==> src/rtl/pc_pkg.sv <==
// rtl/pc_pkg.sv - shared types and constants for the fetch-stage program counter
package pc_pkg;

    typedef enum logic [1:0] {
        SEQ    = 2'd0,
        BRANCH = 2'd1,
        JAL    = 2'd2,
        JALR   = 2'd3
    } pc_src_e;

    localparam int unsigned PC_INC = 4;

    // Low target bits that must be zero once JALR has cleared bit 0.
    localparam logic [1:0] ALIGN_MASK = 2'b10;

endpackage

==> src/rtl/return_addr_stack.sv <==
// rtl/return_addr_stack.sv - circular return-address stack with saturating count
module return_addr_stack #(
    parameter int ADDR_WIDTH = 32,
    parameter int RAS_DEPTH  = 4
) (
    input  logic                  clk,
    input  logic                  rst,
    input  logic                  push,
    input  logic                  pop,
    input  logic [ADDR_WIDTH-1:0] push_data,
    output logic [ADDR_WIDTH-1:0] top,
    output logic                  empty,
    output logic                  full
);

    localparam int PTR_W = $clog2(RAS_DEPTH);
    localparam int CNT_W = PTR_W + 1;

    logic [ADDR_WIDTH-1:0] mem_q [RAS_DEPTH];
    logic [PTR_W-1:0]      ptr_q, ptr_d;
    logic [CNT_W-1:0]      cnt_q, cnt_d;
    logic                  wr_en;
    logic [PTR_W-1:0]      wr_idx;

    assign empty = (cnt_q == '0);
    assign full  = (cnt_q == CNT_W'(RAS_DEPTH));
    assign top   = mem_q[ptr_q];

    // Pushing while full lands on ptr+1, which is the oldest slot, so the
    // overwrite is implicit in the circular pointer.
    always_comb begin
        ptr_d  = ptr_q;
        cnt_d  = cnt_q;
        wr_en  = 1'b0;
        wr_idx = ptr_q;
        if (push && pop && !empty) begin
            wr_en = 1'b1;
        end else if (push) begin
            ptr_d  = ptr_q + 1'b1;
            wr_idx = ptr_q + 1'b1;
            wr_en  = 1'b1;
            if (!full) begin
                cnt_d = cnt_q + 1'b1;
            end
        end else if (pop && !empty) begin
            ptr_d = ptr_q - 1'b1;
            cnt_d = cnt_q - 1'b1;
        end
    end

    always_ff @(posedge clk or posedge rst) begin
        if (rst) begin
            ptr_q <= '0;
            cnt_q <= '0;
        end else begin
            ptr_q <= ptr_d;
            cnt_q <= cnt_d;
        end
    end

    always_ff @(posedge clk) begin
        if (wr_en) begin
            mem_q[wr_idx] <= push_data;
        end
    end

endmodule

==> src/rtl/pc_unit.sv <==
// rtl/pc_unit.sv - program counter with branch/jump modes, redirect, stall and RAS
module pc_unit
    import pc_pkg::*;
#(
    parameter int                    ADDR_WIDTH = 32,
    parameter logic [ADDR_WIDTH-1:0] RESET_PC   = '0,
    parameter int                    RAS_DEPTH  = 4
) (
    input  logic                  clk,
    input  logic                  rst,
    input  logic                  stall,
    input  logic                  flush,
    input  logic [ADDR_WIDTH-1:0] flush_pc,
    input  logic [1:0]            pc_src,
    input  logic                  br_taken,
    input  logic [ADDR_WIDTH-1:0] imm,
    input  logic [ADDR_WIDTH-1:0] rs1,
    input  logic                  link_push,
    input  logic                  ret_pop,
    output logic [ADDR_WIDTH-1:0] pc,
    output logic [ADDR_WIDTH-1:0] pc_plus4,
    output logic                  misalign,
    output logic                  ras_empty,
    output logic                  ras_full
);

    pc_src_e               mode;
    logic [ADDR_WIDTH-1:0] pc_q, pc_d;
    logic                  misalign_q, misalign_d;
    logic [ADDR_WIDTH-1:0] target;
    logic [ADDR_WIDTH-1:0] jalr_sum;
    logic [ADDR_WIDTH-1:0] ras_top;
    logic                  check_align;
    logic                  is_jump;
    logic                  bad_target;
    logic                  ras_push;
    logic                  ras_pop;

    assign mode     = pc_src_e'(pc_src);
    assign pc_plus4 = pc_q + ADDR_WIDTH'(PC_INC);
    assign jalr_sum = rs1 + imm;
    assign pc       = pc_q;
    assign misalign = misalign_q;

    always_comb begin
        target      = pc_plus4;
        check_align = 1'b0;
        is_jump     = 1'b0;
        unique case (mode)
            SEQ: begin
                target = pc_plus4;
            end
            BRANCH: begin
                target      = br_taken ? (pc_q + imm) : pc_plus4;
                check_align = br_taken;
            end
            JAL: begin
                target      = pc_q + imm;
                check_align = 1'b1;
                is_jump     = 1'b1;
            end
            JALR: begin
                // An empty RAS cannot predict, so a return falls back to rs1+imm.
                target      = (ret_pop && !ras_empty) ? ras_top
                                                      : {jalr_sum[ADDR_WIDTH-1:1], 1'b0};
                check_align = 1'b1;
                is_jump     = 1'b1;
            end
        endcase
    end

    assign bad_target = check_align && (|(target[1:0] & ALIGN_MASK));

    always_comb begin
        pc_d       = pc_q;
        misalign_d = misalign_q;
        ras_push   = 1'b0;
        ras_pop    = 1'b0;
        if (flush) begin
            pc_d       = flush_pc;
            misalign_d = 1'b0;
        end else if (!stall) begin
            misalign_d = bad_target;
            if (!bad_target) begin
                pc_d     = target;
                ras_push = is_jump && link_push;
                ras_pop  = (mode == JALR) && ret_pop;
            end
        end
    end

    always_ff @(posedge clk or posedge rst) begin
        if (rst) begin
            pc_q       <= RESET_PC;
            misalign_q <= 1'b0;
        end else begin
            pc_q       <= pc_d;
            misalign_q <= misalign_d;
        end
    end

    return_addr_stack #(
        .ADDR_WIDTH (ADDR_WIDTH),
        .RAS_DEPTH  (RAS_DEPTH)
    ) u_ras (
        .clk       (clk),
        .rst       (rst),
        .push      (ras_push),
        .pop       (ras_pop),
        .push_data (pc_plus4),
        .top       (ras_top),
        .empty     (ras_empty),
        .full      (ras_full)
    );

endmodule

==> config.mk <==
export PLATFORM = sky130hd
export DESIGN_NAME = pc_unit
export DESIGN_NICKNAME = d
export VERILOG_FILES = /design/src/rtl/pc_pkg.sv /design/src/rtl/return_addr_stack.sv /design/src/rtl/pc_unit.sv
export SDC_FILE = /design/constraint.sdc
export NUM_CORES = 1
export LEC_CHECK = 0
export CAP_MARGIN = 5
export CORE_MARGIN = 3
export CORE_UTILIZATION = 45
export DETAILED_ROUTE_END_ITERATION = 10
export PLACE_DENSITY = 0.79
export SYNTH_ARGS = -nofsm -noshare
export SYNTH_HDL_FRONTEND = slang
export SYNTH_SLANG_ARGS = --single-unit
==> constraint.sdc <==
create_clock -name clk -period 12.2 [get_ports clk]
set_clock_uncertainty 0.15 [all_clocks]
set_input_delay 1.22 -clock clk [delete_from_list [all_inputs] [get_ports clk]]
set_output_delay 1.22 -clock clk [all_outputs]
set_load 0.02 [all_outputs]
Word-level counts from Yosys, hierarchy flattened
Memories as Yosys holds them, arrays and structs flattened.
Cells that the tools add are included.
{"block": "op_classes", "add_sub_neg": 7, "bitwise_logic": 1, "eq_ne": 7, "n_reduce_logical": 15, "muxes": 27}
{"cell": "$mux W32", "n": 5}
{"cell": "$pmux W32 S4", "n": 1}
{"cell": "$add A32 B32 Y32", "n": 2}
{"cell": "$add A32 B3 Y32 const B", "n": 1}
{"cell": "$mux W1", "n": 13}
{"cell": "$mux W3", "n": 3}
{"cell": "$mux W2", "n": 4}
{"cell": "$logic_and A1 B1 Y1", "n": 7}
{"cell": "$eq A2 B2 Y1 const B", "n": 2}
{"cell": "$ne A2 B2 Y1 const B", "n": 2}
{"cell": "$reduce_and A2 Y1", "n": 2}
{"cell": "$add A3 B1 Y3 const B", "n": 1}
{"cell": "$eq A3 B3 Y1 const B", "n": 1}
{"cell": "$logic_not A3 Y1", "n": 1}
{"cell": "$reduce_and A3 Y1", "n": 1}
{"cell": "$sub A3 B1 Y3 const B", "n": 1}
{"cell": "$add A2 B1 Y2 const B", "n": 1}
{"cell": "$eq A2 B1 Y1 const B", "n": 1}
{"cell": "$logic_not A2 Y1", "n": 1}
{"cell": "$ne A2 B1 Y1 const B", "n": 1}
{"cell": "$pmux W1 S2", "n": 1}
{"cell": "$reduce_bool A2 Y1", "n": 1}
{"cell": "$reduce_or A2 Y1", "n": 1}
{"cell": "$sub A2 B1 Y2 const B", "n": 1}
{"cell": "2 further kinds", "n": 2}
{"block": "word_totals", "mem_count": 1, "regBits": 38, "output_inout_bits": 67, "inputBits": 105, "ramBits": 128, "elab_cells": 62}
{"memory": "u_ras.mem_q", "words": 4, "width": 32, "rd": 1, "rd_clocked_by_memory_dff": 0, "write_ports": 1, "line": "return_addr_stack.sv:19", "rtl": "logic [ADDR_WIDTH-1:0] mem_q [RAS_DEPTH];"}

Longest topological paths before layout
Gate-level depths: netlist (run 1).
{"block": "logic_depth", "word_depth": 14, "depth_mapped": 14, "ltp_nobuf": 14}

By module
Synthesis (run 1) repeated with hierarchy kept, for this count alone.
{"block": "unflattened", "hier_cells": 1073, "hier_area_um2": 11268.3}
{"mod": "pc_unit", "cells_per_inst": 840, "seq_area_each_um2": 825.8, "n_inst": 1, "area_per_inst_um2": 6127.1}
{"mod": "return_addr_stack", "cells_per_inst": 233, "seq_area_each_um2": 3968.8, "n_inst": 1, "area_per_inst_um2": 5141.2}

Worst setup path before layout (run 1)
Ideal clock, no wire load.
{"block": "synth_timing", "kind": "input to register", "start": "input port imm[0]", "end": "memory u_ras.mem_q[1][0] (enable)", "path_buffers": 0, "arrival_time_ns": 4.926, "stages": 14, "path_slack_ns": 6.703, "t_required_ns": 11.629, "setup_ns": 0.421, "cell_sequence": "ha_1 > inv_1 > fa_1 > nand2_1 > a31oi_1 > o311ai_1 > nor3_2 > nand3_4 > ha_1 > nor2b_1 > mux2i_1 > nor2_1 > a31oi_1 > nor2_1"}
{"block": "synth_between", "elab_chain_len": 12, "word_cells_on_any_way": 20, "classes_between": "add/sub (2); mux (15); reduce/logical (3)"}
{"item": "start: declaration", "line": "pc_unit.sv:16", "rtl": "input logic [ADDR_WIDTH-1:0] imm,"}
{"item": "$add A32 B32 Y32 (on tied branches)", "line": "pc_unit.sv:41, pc_unit.sv:54, pc_unit.sv:58"}
{"item": "$mux W32 (on tied branches)", "line": "pc_unit.sv:64, pc_unit.sv:54"}
{"item": "$pmux W32 S4 *", "line": "pc_unit.sv:49", "rtl": "unique case (mode)"}
{"item": "$logic_and A1 B1 Y1 *", "line": "pc_unit.sv:72", "rtl": "assign bad_target = check_align && (|(target[1:0] & ALIGN_MASK));"}
{"item": "$mux W1", "line": "pc_unit.sv:84", "rtl": "if (!bad_target) begin"}
{"item": "$mux W1", "line": "pc_unit.sv:82", "rtl": "end else if (!stall) begin"}
{"item": "$mux W1", "line": "pc_unit.sv:79", "rtl": "if (flush) begin"}
{"item": "$logic_and A1 B1 Y1 (2 in a row)", "line": "return_addr_stack.sv:36", "rtl": "if (push && pop && !empty) begin"}
{"item": "$mux W1", "line": "return_addr_stack.sv:36"}
{"item": "$mux W1", "line": "return_addr_stack.sv:62", "rtl": "if (wr_en) begin"}
{"item": "$mux W1 (implied by the code)", "line": "return_addr_stack.sv:63", "rtl": "mem_q[wr_idx] <= push_data;"}
{"item": "end: declaration", "line": "return_addr_stack.sv:19"}
Every way passes the cells marked *; elsewhere a longest branch is shown, timed or not.

Worst setup path after layout (run 1)
{"block": "layout_timing", "start": "input port imm[0]", "end": "memory u_ras.mem_q[1][15] (enable)"}
The elaborated chain is that of the path after synthesis.

==> results of run 1 <==
how the worst max path moves through the flow:
| stage | endpoint | slack, ns | cells past startpoint |
|---|---|---|---|
| 6_report | u_ras.mem_q[1][15] | 6.59 | 16 |
| 2_1_floorplan | u_ras.mem_q[1][0] | 6.70 | 14 |
| 3_5_place_dp | u_ras.mem_q[1][3] | 6.26 | 16 |
| 4_1_cts | u_ras.mem_q[1][24] | 6.69 | 16 |
| 5_1_grt | u_ras.mem_q[1][24] | 6.35 | 16 |
| 3_3_place_gp | u_ras.mem_q[1][2] | 6.53 | 16 |
cells in the final DEF, fill, tap and decap left out, types with 9 or more instances in the layout:
master	instances
dfrtp_1	37
o211ai_1	11
buf_4	16
nand4_1	13
nor2_1	72
a31oi_1	15
a211oi_1	14
clkbuf_16	17
o21ai_0	72
a21o_1	31
mux4_2	32
edfxtp_1	128
ha_1	64
a221oi_1	12
a21oi_1	94
xor2_1	30
nor3_1	20
inv_1	25
a22oi_1	14
nand3_1	27
o21a_1	9
clkdlybuf4s50_1	170
nor2b_1	9
xnor2_1	53
nand2_1	111
and3_1	13
layout make-up:
type	count	area, sq um	area share
timing repair buffer	187	1827	0.1304
tap	324	405.4	0.02895
clock buffer	19	432.9	0.03091
clock inverter	13	146.4	0.01045
sequential	166	4796	0.3424
multi-input combinational	867	6296	0.4496
inverter	27	101.3	0.007237
through the flow:
stage | power (W) | setup slack, ns
global route | 0.002397 | 6.353
detailed placement | 0.001747 | 6.261
CTS | 0.002282 | 6.689
floorplan | 0.001392 | 6.703
finish | 0.002302 | 6.590
global placement | 0.001727 | 6.527
where the power goes:
part / switching, W / total [W] / leakage (nW) / internal (W)
logic: 0.000597 / 0.00103 / 3.25 / 0.000431
registers: 0.0000667 / 0.000738 / 1.60 / 0.000671
clock network: 0.000232 / 0.000536 / 0.279 / 0.000305
state kept, by name, indices dropped and copies added, names as in the netlist:
| name | flops |
|---|---|
| u_ras.mem_q | 128 |
| u_ras.ptr_q | 2 |
| pc | 32 |
| misalign | 1 |
| u_ras.cnt_q | 3 |
logic make-up (layout without fill, tap and decap cells):
family | count (synthesis) | after routing | synth area share
muxes | 37 | 37 | 0.06737
AOI/OAI and AO/OA | 361 | 361 | 0.2086
and+or+nand+nor | 319 | 319 | 0.1340
buffers and inverters | 81 | 246 | 0.03308
xor gates and xnor gates | 83 | 83 | 0.06344
adders and majority gates | 67 | 67 | 0.07512
DFF | 166 | 166 | 0.4184
per-layer routing:
metal / vias up / share of wire / track usage
li1: 4606 / - / -
met1: 4947 / 0.41 / 0.3792
met2: 643 / 0.45 / 0.4186
met3: 99 / 0.11 / 0.05587
met4: 8 / 0.033 / 0.08507
met5: - / 0.0013 / 0
==> flow_summary.toml, run 1 <==
[status]
outcome = "finished clean"

[worst_setup_path]
reg2reg_to = "u_ras.mem_q[1][15]"
slowest_delay_ns = 0.52
crit_buf_inv = 3
r2r_slack_ns = 7.28
r2r-start = "u_ras.ptr_q[0]"
worst_ep_arrival_time_ns = 5.56
crit_family = "simple AND/OR/NAND/NOR gates"
critical_path_required_ns = 12.15
cp_cell_sequence = "clkdlybuf4s50_1, ha_1, inv_1, fa_1, nand2_1, a31oi_1, o311ai_1, nor3_2, nand3_4, ha_1, nor2b_1, mux2i_1, nor2_1, a31oi_1, nor2_2, buf_4"
worst_setup_path_end_kind = "flop"
r2r_cells = 13
crit_path_start_kind = "input port"
critPathKind = "in -> reg"
critical_path_peak_fanout = 22
slowest_stage = "fa_1"
cp-startpoint = "imm[0]"

[synth]
synth-main-ff-cell = "edfxtp_1"
yosys-top-cells-count = "128 x edfxtp_1, 111 x nand2_1, 94 x a21oi_1, 76 x nor2_1, 72 x o21ai_0"
synth-edff-count = 128
synth.distinct_cells = 84
yosysTopAreaCellShare = 0.3354
synthesis.area_sq_um = 11460
synth.ff_latch_count = 166
synthTopCellsByArea = "edfxtp_1 34%, dfrtp_1 8.3%, ha_1 7.0%"
syn_avg_cell_area_sq_um = 10.29
synth_top_area_cell = "edfxtp_1"
ys_seq_area_frac = 0.4184
yosysWarnings = 0
yosysMostFrequentCell = "edfxtp_1"
synth_cells = 1114
synthesis.nets = 1286
synthArstFlopShare = 0.2289

[die]
fp.dieArea_sq_um = 27420
die_w_um = 165.6
core_area_sq_um = 24680
initial_core_util = 0.4644
die_y_um = 165.6
fp-row-count = 57
io_pins = 172

[sta]
setup_tns_ns = 0
slew_viol_final = 0
rsz0062_at_grt = "no"
hold_viol_final = 0
worst_pin_slew_ns = 1.309
fmax_ghz = 0.1783
hold_slack_ns = 0.4078
fin_crit_ns = 5.610
max_slew_margin = 0.1243
finalCritPeriodShare = 0.4598
setup_viol_count_final = 0

[global_route]
grt_max_degree = 44
grt_usage = 0.2691
grt_pass1_wl_um = 55530
antenna_found_initial = 4
grt_overflow = 0
grt_pass1_vias = 9529

[detailed_routing]
detail_route.wl_per_cell_um = 23.31
first_iter_violations = 1486
dr.pass1.iters = 7
detail-route-antenna-nets = 0
vias_per_cell = 6.427
route.detailed.drc = 0
route.vias.total = 10303
wl_um = 37370

[placement]
hpwl_um = 28090
gp_congestion = 1.006
post-place-cells = 1571
placed_cell_area_sq_um = 13430
numPortBuffers = 171

[power]
power_density_nw_per_um2 = 164.4
peakVddDrop_mv = 0.1292
leakage_nw = 5.127

[layout]
diodes = 0
n_fill_cell = 2137
finalNetCount = 1438
drive_above_1_share = 0.08366
finish.utilization = 0.5675
layout.cells.non_filler = 1603
finish.instance_area_sq_um = 14000
synthToLayoutAreaGrowth_pct = 22.21

[clock_tree]
cts_setup_buffers = 0
cts_tree = "built"
cts-hold-fix-buffers = 0
post_cts_resize_count = 0
cts.path.max_buffers = 2
cts_buffers = 17
clk_latency_ns = 0.43
htree_levels = 4
path_clk_slew_ns = 0.06
cts_root_buf = "clkbuf_16"
cts.sinks = 166

[worst_hold_path]
holdPathEnd = "u_ras.cnt_q[2]"
hold_depth = 1
hold_path_class = "reg -> reg"
hp-start = "u_ras.cnt_q[2]"

[run]
cap_violations = 0
Note: power is estimated with default switching activity, not from simulation.
==> run 2: changes to the inputs <==
==> constraint.sdc (replaced) <==
create_clock -name clk -period 5.55 [get_ports clk]
set_clock_uncertainty 0.15 [all_clocks]
set_input_delay 0.555 -clock clk [delete_from_list [all_inputs] [get_ports clk]]
set_output_delay 0.555 -clock clk [all_outputs]
set_load 0.02 [all_outputs]
==> run 2 against run 1 <==
Against the previous run: clock-buffer cell count is the same; register-to-register slack lost 6.4 ns; clock power grew 110%; critical path depth is the same; core utilization grew 0.22 points; wire length grew 0.59%; largest power group unchanged; sequential cell count is the same; via count shrank 0.30%; cell count grew 0.44%; sequential share of layout area shrank 0.13 points.
==> flow_summary.toml, run 2 (same netlist as run 1, synthesis figures left out) <==
[status]
outcome = "finished clean"

[global_route]
grt_overflow = 0
grt_max_degree = 43
antenna_found_initial = 2
grt_pass1_wl_um = 56750
grt_pass1_vias = 9809
grt_usage = 0.2747

[placement]
gp_congestion = 0.9726
hpwl_um = 28560
post-place-cells = 1578
numPortBuffers = 171

[clock_tree]
cts_buffers = 17
clk_latency_ns = 0.44
htree_levels = 4
cts_root_buf = "clkbuf_16"
post_cts_resize_count = 0
cts_tree = "built"
cts-hold-fix-buffers = 0
cts_setup_buffers = 0
path_clk_slew_ns = 0.06
cts.sinks = 166
cts.path.max_buffers = 2

[detailed_routing]
wl_um = 37590
detail_route.wl_per_cell_um = 23.35
detail-route-antenna-nets = 0
dr.pass1.iters = 5
vias_per_cell = 6.380
route.detailed.drc = 0
first_iter_violations = 1496
route.vias.total = 10272

[sta]
setup_tns_ns = 0
finalCritPeriodShare = 0.8570
rsz0062_at_grt = "no"
fin_crit_ns = 4.756
worst_pin_slew_ns = 1.053
fmax_ghz = 0.2102
setup_viol_count_final = 0
slew_viol_final = 0
hold_viol_final = 0
max_slew_margin = 0.2955

[worst_setup_path]
r2r_cells = 15
crit_family = "simple AND/OR/NAND/NOR gates"
cp_cell_sequence = "clkdlybuf4s50_1, ha_1, inv_1, fa_1, a21oi_1, a31oi_1, o311ai_1, nor3_2, nand3_4, ha_1, nor2b_1, mux2i_1, nor2_1, a31oi_1, nor2_2, buf_4"
slowest_delay_ns = 0.54
critical_path_peak_fanout = 11
crit_path_start_kind = "input port"
crit_buf_inv = 3
critical_path_required_ns = 5.54
worst_ep_arrival_time_ns = 4.75
critical_path_depth = 16
critPathKind = "in -> reg"
r2r_slack_ns = 0.87
slowest_stage = "fa_1"
worst_setup_path_end_kind = "flop"

[worst_hold_path]
hold_path_class = "reg -> reg"
hold_depth = 1

[layout]
final_cell_mix = "170 x clkdlybuf4s50_1, 128 x edfxtp_1, 111 x nand2_1"
diodes = 0
finalNetCount = 1445
n_fill_cell = 2088
top_register = "u_ras.mem_q"
synthToLayoutAreaGrowth_pct = 22.69
final_common_cell = "clkdlybuf4s50_1"
largest_register_ffs = 128
drive_above_1_share = 0.08865
layout.cells.non_filler = 1610

[power]
peakVddDrop_mv = 0.2812
leakage_nw = 5.164
power_density_nw_per_um2 = 354.7

[die]
io_pins = 172
initial_core_util = 0.4644
fp-row-count = 57
die_y_um = 165.6
fp.dieArea_sq_um = 27420
core_area_sq_um = 24680
die_w_um = 165.6

[run]
cap_violations = 0
run 2: cell types whose count changed in the layout (fill, tap and decap cells not counted), moves of 2 or more:
cell | previous run | this run
clkinv_2 | 2 | 4
buf_4 | 16 | 21
inv_8 | 0 | 2
buf_12 | 0 | 2
inv_6 | 5 | 2
run 2: per-stage QoR:
stage	hold slack, ns	instance area, sq um	util	setup slack, ns	power, W
after floorplan	0.3302	11460	-	0.6906	0.003059
after global placement	0.3548	13500	0.5472	0.7079	0.003792
after detailed placement	0.3636	13500	0.5472	0.4298	0.003827
after CTS	0.3803	14060	0.5698	0.8848	0.004964
after global routing	0.4219	14060	0.5698	0.5849	0.005222
final	0.3845	14060	0.5698	0.7936	0.004988
run 2: final cells by class:
cell class / instances / area [sq um] / area share
clock buffers: 19 / 432.9 / 0.03079
clock inverters: 13 / 123.9 / 0.008810
inverters: 27 / 101.3 / 0.007208
multi-input cells: 867 / 6296 / 0.4478
flip-flops and latches: 166 / 4796 / 0.3411
well taps: 324 / 405.4 / 0.02883
repair buffers: 194 / 1904 / 0.1354
run 2: metal layers:
metal | vias to the layer above | global-route usage | wire [um]
met4 | 4 | 0.1206 | 1711
met1 | 4830 | 0.3852 | 15020
met2 | 700 | 0.4202 | 16820
met5 | - | 0 | 23
met3 | 120 | 0.04739 | 4015
li1 | 4618 | - | -
run 2: worst register-to-register path, stage by stage (launching register included):
cell      delay [ns]
dfrtp_1         0.48
ha_1            0.24
inv_1           0.07
fa_1            0.54
a21oi_1         0.09
a31oi_1         0.21
o311ai_1        0.21
nor3_2          0.37
nand3_4         0.23
ha_1            0.39
nor2b_1         0.33
mux2i_1         0.17
nor2_1          0.12
a31oi_1         0.06
nor2_2          0.45
buf_4           0.28
run 2: final timing paths:
| kind | end | startpoint |
|---|---|---|
| hold / removal | u_ras.cnt_q[2] | u_ras.cnt_q[2] |
| setup reg to reg | u_ras.mem_q[1][12] | pc[0] |
| setup / recovery | u_ras.mem_q[1][12] | imm[0] |
| hold reg to reg | u_ras.cnt_q[2] | u_ras.cnt_q[2] |
| max in group asynchronous | u_ras.ptr_q[0] | rst |
| min in group asynchronous | u_ras.cnt_q[1] | rst |
run 2: report_power, final:
group	total (W)	switching, W	leakage, nW	internal (W)
clock network	0.00112	0.000500	0.275	0.000624
logic	0.00224	0.00129	3.29	0.000949
registers	0.00163	0.000152	1.60	0.00148
total	0.00499	0.00194	5.16	0.00305
==> run 3: changes to the inputs <==
--- a/config.mk
+++ b/config.mk
@@ -10,6 +10,7 @@
 export CORE_UTILIZATION = 45
 export DETAILED_ROUTE_END_ITERATION = 10
 export PLACE_DENSITY = 0.79
+export SLEW_MARGIN = 20
 export SYNTH_ARGS = -nofsm -noshare
 export SYNTH_HDL_FRONTEND = slang
 export SYNTH_SLANG_ARGS = --single-unit
==> results of run 3 <==
The final DEF is identical to that of run 2; final timing and power are the same.
